===== src/rtl/sata_dma_pkg.sv =====
// rtl/sata_dma_pkg.sv - shared states and constants for the SATA DMA burst scheduler
package sata_dma_pkg;

  typedef enum logic [2:0] {
    ST_IDLE,
    ST_ARM,
    ST_ISSUE,
    ST_DRAIN,
    ST_DONE
  } dma_state_e;

  localparam int BURST_QW          = 16;
  localparam int BURSTS_PER_SECTOR = 4;
  localparam int CMD_ADDR_W        = 25;

endpackage


===== src/rtl/dma_outst_cnt.sv =====
// rtl/dma_outst_cnt.sv - saturating count of issued-but-not-completed bursts
module dma_outst_cnt #(
  parameter int MAX_OUTST = 4
) (
  input  logic       clk,
  input  logic       rst_n,
  input  logic       inc,
  input  logic       dec,
  output logic [2:0] cnt,
  output logic       underflow
);

  logic [2:0] cnt_q;
  logic [2:0] cnt_d;

  always_comb begin
    cnt_d     = cnt_q;
    underflow = 1'b0;
    if (inc && !dec) begin
      if (cnt_q != 3'(MAX_OUTST)) begin
        cnt_d = cnt_q + 3'd1;
      end
    end else if (dec && !inc) begin
      // a completion with nothing in flight is dropped and flagged
      if (cnt_q == 3'd0) begin
        underflow = 1'b1;
      end else begin
        cnt_d = cnt_q - 3'd1;
      end
    end
  end

  always_ff @(posedge clk or negedge rst_n) begin
    if (!rst_n) begin
      cnt_q <= 3'd0;
    end else begin
      cnt_q <= cnt_d;
    end
  end

  assign cnt = cnt_q;

endmodule


===== src/rtl/dma_burst_sched.sv =====
// rtl/dma_burst_sched.sv - splits one DMA transfer into 128-byte AXI-HP bursts gated by buffer credit
module dma_burst_sched
  import sata_dma_pkg::*;
#(
  parameter int MAX_OUTST = 4,
  parameter int FIFO_LOG  = 9
) (
  input  logic              hclk,
  input  logic              rst_n,
  input  logic [31:7]       mem_address,
  input  logic [31:0]       sector_cnt,
  input  logic              dma_type,
  input  logic              dma_start,
  output logic              dma_done,
  output logic              busy,
  output logic [31:7]       cmd_addr,
  output logic              cmd_wr,
  output logic              cmd_val,
  input  logic              cmd_ack,
  input  logic              burst_done,
  input  logic [FIFO_LOG:0] to_level,
  input  logic [FIFO_LOG:0] from_space,
  output logic              err
);

  localparam int CMP_W = FIFO_LOG + 5;

  dma_state_e            state_q, state_d;
  logic [CMD_ADDR_W-1:0] addr_q, addr_d;
  logic                  wr_q, wr_d;
  logic [33:0]           bursts_left_q, bursts_left_d;
  logic                  val_q, val_d;
  logic                  done_q, done_d;
  logic                  busy_q, busy_d;
  logic                  err_q, err_d;

  logic                  ack_acc;
  logic [2:0]            outst;
  logic                  underflow;
  logic [CMP_W-1:0]      need;
  logic [CMP_W-1:0]      level;
  logic                  credit_ok;

  assign ack_acc = cmd_ack && val_q;

  dma_outst_cnt #(
    .MAX_OUTST (MAX_OUTST)
  ) u_outst (
    .clk       (hclk),
    .rst_n     (rst_n),
    .inc       (ack_acc),
    .dec       (burst_done),
    .cnt       (outst),
    .underflow (underflow)
  );

  // the next burst needs room for itself on top of everything already in flight
  always_comb begin
    need      = (CMP_W'(outst) + CMP_W'(1)) * CMP_W'(BURST_QW);
    level     = wr_q ? CMP_W'(to_level) : CMP_W'(from_space);
    credit_ok = (level >= need) && (outst < 3'(MAX_OUTST));
  end

  always_comb begin
    state_d       = state_q;
    addr_d        = addr_q;
    wr_d          = wr_q;
    bursts_left_d = bursts_left_q;
    err_d         = err_q;

    case (state_q)
      ST_IDLE: begin
        if (dma_start) begin
          addr_d        = mem_address;
          wr_d          = !dma_type;
          bursts_left_d = 34'(sector_cnt) * 34'(BURSTS_PER_SECTOR);
          err_d         = 1'b0;
          state_d       = ST_ARM;
        end
      end
      ST_ARM: begin
        if (bursts_left_q == 34'd0) begin
          state_d = ST_DRAIN;
        end else if (credit_ok) begin
          state_d = ST_ISSUE;
        end
      end
      ST_ISSUE: begin
        if (ack_acc) begin
          addr_d        = addr_q + CMD_ADDR_W'(1);
          bursts_left_d = bursts_left_q - 34'd1;
          state_d       = ST_ARM;
        end
      end
      ST_DRAIN: begin
        if (outst == 3'd0) begin
          state_d = ST_DONE;
        end
      end
      ST_DONE: begin
        state_d = ST_IDLE;
      end
      default: begin
        state_d = ST_IDLE;
      end
    endcase

    if (dma_start && (state_q != ST_IDLE)) begin
      err_d = 1'b1;
    end
    if (underflow) begin
      err_d = 1'b1;
    end

    // outputs are registered copies of the upcoming state
    val_d  = (state_d == ST_ISSUE);
    done_d = (state_d == ST_DONE);
    busy_d = (state_d != ST_IDLE);
  end

  always_ff @(posedge hclk or negedge rst_n) begin
    if (!rst_n) begin
      state_q       <= ST_IDLE;
      addr_q        <= '0;
      wr_q          <= 1'b0;
      bursts_left_q <= '0;
      val_q         <= 1'b0;
      done_q        <= 1'b0;
      busy_q        <= 1'b0;
      err_q         <= 1'b0;
    end else begin
      state_q       <= state_d;
      addr_q        <= addr_d;
      wr_q          <= wr_d;
      bursts_left_q <= bursts_left_d;
      val_q         <= val_d;
      done_q        <= done_d;
      busy_q        <= busy_d;
      err_q         <= err_d;
    end
  end

  assign cmd_addr = addr_q;
  assign cmd_wr   = wr_q;
  assign cmd_val  = val_q;
  assign dma_done = done_q;
  assign busy     = busy_q;
  assign err      = err_q;

endmodule


===== config.mk =====
export PLATFORM = sky130hd
export DESIGN_NAME = dma_burst_sched
export DESIGN_NICKNAME = d
export VERILOG_FILES = /design/src/rtl/sata_dma_pkg.sv /design/src/rtl/dma_outst_cnt.sv /design/src/rtl/dma_burst_sched.sv
export SDC_FILE = /design/constraint.sdc
export NUM_CORES = 1
export LEC_CHECK = 0
export ABC_CLOCK_PERIOD_IN_PS = 5900
export BUFFER_PORTS_ARGS = -buffer_cell sky130_fd_sc_hd__buf_2
export CAP_MARGIN = 20
export CORE_ASPECT_RATIO = 0.8
export CORE_MARGIN = 5
export CORE_UTILIZATION = 47
export CTS_BUF_LIST = sky130_fd_sc_hd__clkbuf_4
export DETAILED_ROUTE_END_ITERATION = 10
export PLACE_DENSITY = 0.74
export SLEW_MARGIN = 10
export SYNTH_ARGS = -nofsm -noshare
export SYNTH_HDL_FRONTEND = slang
export SYNTH_SLANG_ARGS = --single-unit

===== constraint.sdc =====
create_clock -name hclk -period 5.9 [get_ports hclk]
set_input_delay 1.18 -clock hclk [delete_from_list [all_inputs] [get_ports hclk]]
set_output_delay 1.18 -clock hclk [all_outputs]
set_load 0.03 [all_outputs]

==> results.toml <==
[setup_path]
critPathMaxFanout = 53
critical_path_cell_count = 7
end_kind = "flop"
cpMaxStageDelayCell = "buf_4"
worstPathCellList = "buf_2, nand3_1, a21boi_4, buf_4, nand2_1, o211ai_1, o311ai_0"
reg2reg_to = "state_q[1]"
worstPathArrival_ns = 3.19
r2r_cells = 7
path_class = "in -> reg"
path_buf_inv = 2
crit_family = "compound AO/OA/AOI/OAI gates"
r2r_slack_ns = 3.04
crit_path_max_incr_delay_ns = 0.55
reg2reg_from = "bursts_left_q[1]"
cp.required_ns = 6.19
startpoint_type = "input port"

[route]
drt-total-wl_um = 12800
wl_per_cell_um = 17.2
num_vias = 4665
dr.pass1.iters = 5
antenna_left = 0
drt_iter0_drc = 436
vias_per_cell = 6.26
drc = 0

[clock_network]
max-clock-path-buffers = 2
cts_num_sinks = 70
cts_tree = "built"
postCtsHoldBufs = 0
path_clk_slew_ns = 0.11
cts_buffers = 9
worstSkewPairLatency_ns = 0.43
htreeDepth = 3
post_cts_buffers = 0
cts_root_buffer = "clkbuf_4"
ctsResizeCount = 0

[timing]
timing.fmax_ghz = 0.344
final.min_clock_period_ns = 2.90
fin_skew_ns = 0.0197
setup_viol = 0
relSlewSlack_pct = 40.6
rsz0062_at_grt = "false"
slew_viol_final = 0
fin_crit_sh_pct = 49.2
setup-tns-final_ns = 0
setup_slack_ns = 3.00
worstMarginPinSlew_ns = 0.891
timing_hold_violations_final = 0

[floorplanning]
core-area_um2 = 9190
fp.dieArea_um2 = 11600
die_w_um = 119
die_height_um = 97.3
rows = 31
io_pins = 113
start_util_pct = 48.8

[finish]
diodes = 0
nets = 720
final_layout_size_suffix_gt1_share_pct = 23.2
areaGrowthSynthToFinish_pct = 15.7

[power_and_ir_drop]
leakage_nw = 2.08
powerDensity_nw_per_um2 = 532
max-vdd-ir-drop_uv = 226

[global_route]
antenna_found_initial = 0
grt_max_degree = 71
grt_pass1_vias = 4418
grt_pass1_wl_um = 21500
grt_overflow = 0
grt_usage_pct = 22.1

[placed_design]
pre_cts_ws_ns = 2.61
place_congestion = 0.812
io_buffers = 112
hpwl_um = 9060

[logic_synthesis]
ys_top_cells_by_area = "dfrtp_1 (39%), a21oi_1 (7.7%), nand2_1 (4.3%)"
ys_async_sr_fraction_pct = 100
synthesis.nets = 628
netlist.area_leader.share_pct = 39.1
synth-seq-cells = 70
synth_area_leader_cell = "dfrtp_1"
synth.distinct_cells = 60
synth_area_um2 = 4480
avgSynthCellArea_um2 = 8.36
synth_edf_count = 0
ys_seq_area_share_pct = 39.1
synth_ff_type = "dfrtp_1"
yosysWarnings = 0
synthCells = 536

[job]
maxCapViolations = 0

[outcome]
status = "complete, no violations"

[worst_hold_path]
hold_path_startpoint = "err"
hold_path_end = "err"
hp-class = "reg -> reg"
hold_path_depth = 2
==> how the worst max path moves through the flow <==
| stage | startpoint | endpoint | slack, ns |
|---|---|---|---|
| 2_1_floorplan | to_level[0] | state_q[0] | 2.96 |
| 3_3_place_gp | cmd_ack | cmd_addr[27] | 2.68 |
| 3_5_place_dp | cmd_ack | cmd_addr[27] | 2.61 |
| 4_1_cts | bursts_left_q[1] | state_q[1] | 3.07 |
| 5_1_grt | cmd_ack | cmd_addr[23] | 2.79 |
| 6_report | cmd_ack | cmd_addr[27] | 3.00 |
==> sequential cells by signal, indices dropped and copies added (netlist names) <==
name / flops
cmd_addr: 25
dma_done: 1
busy: 1
u_outst.cnt: 3
state_q: 3
cmd_wr: 1
err: 1
cmd_val: 1
bursts_left_q: 34
==> where the power goes <==
group | switching (mW) | internal, mW
Clock | 0.168 | 0.0757
Sequential | 0.317 | 0.712
Combinational | 0.936 | 0.551
Total | 1.42 | 1.34
==> Yosys cell counts (7+ instances only) <==
library cell  number
a21oi_1           69
a31oi_1            8
buf_1              7
clkbuf_1          27
dfrtp_1           70
ha_1               8
inv_1             14
nand2_1           51
nand2b_1           7
nand3_1           28
nand4_1            7
nor2_1            32
nor3_1            17
nor4_1             9
o211ai_1          12
o21ai_0           36
o22ai_1           11
o311ai_0           8
o32ai_1            8
or3_1              9
or4_1              9
==> cell families after synthesis <==
| logic type | synth area share [%] |
|---|---|
| buffers and inverters | 4.24 |
| XOR/XNOR | 0.391 |
| flip-flops | 39.1 |
| multiplexers | 1.20 |
| AND/OR/NAND/NOR | 22.4 |
| adder cells (fa/ha/maj) | 2.68 |
| AO/OA/AOI/OAI | 30.0 |
==> worst register-to-register path, stage by stage (launching register included) <==
cell      delay, ns
dfrtp_1        0.43
inv_1          0.07
ha_1           0.22
nor4b_2        0.48
nand4_1        0.42
or3_1          0.59
or3_1          0.39
o221ai_1       0.16
==> area by class of cell <==
type	count	area [um2]
Clock buffer	9	67.6
Tap cell	115	144
Inverter	14	52.6
Sequential cell	70	1750
Timing Repair Buffer	117	598
Fill cell	863	4010
Multi-Input combinational cell	416	2550
Clock inverter	4	17.5
==> cell usage in the layout (no fill, tap or decap), types with 7 or more instances in the layout <==
cell      Yosys  layout
or3_1         9       9
nand4_1       7       7
o211ai_1     12      12
nand2b_1      7       7
o32ai_1       8       8
nand3_1      28      28
clkbuf_4      0       9
o311ai_0      8       8
o22ai_1      11      11
nor2_1       32      32
a31oi_1       8       8
nor4_1        9       9
buf_2         2     112
inv_1        14      14
a21oi_1      69      69
dfrtp_1      70      70
o21ai_0      36      36
or4_1         9       9
nand2_1      51      51
ha_1          8       8
nor3_1       17      17
==> metrics by stage <==
step / total power, mW / utilization (%) / instances / area, um2 / hold slack, ns
floorplan: 2.10 / - / 536 / 4480 / 0.462
global placement: 2.44 / 55.5 / 732 / 5100 / 0.490
detailed placement: 2.51 / 55.5 / 732 / 5100 / 0.501
CTS: 2.75 / 56.4 / 745 / 5180 / 0.529
global route: 3.00 / 56.4 / 745 / 5180 / 0.558
finish: 2.76 / 56.4 / 745 / 5180 / 0.519
==> layer usage <==
metal / vias to the layer above / global-route usage (%) / wire length [um]
met2: 173 / 33.1 / 5720
li1: 2253 / - / -
met4: 0 / 3.56 / 84
met5: - / 0 / 0
met3: 14 / 6.93 / 1080
met1: 2225 / 31.8 / 5900
(Power assumes the default switching activity.)
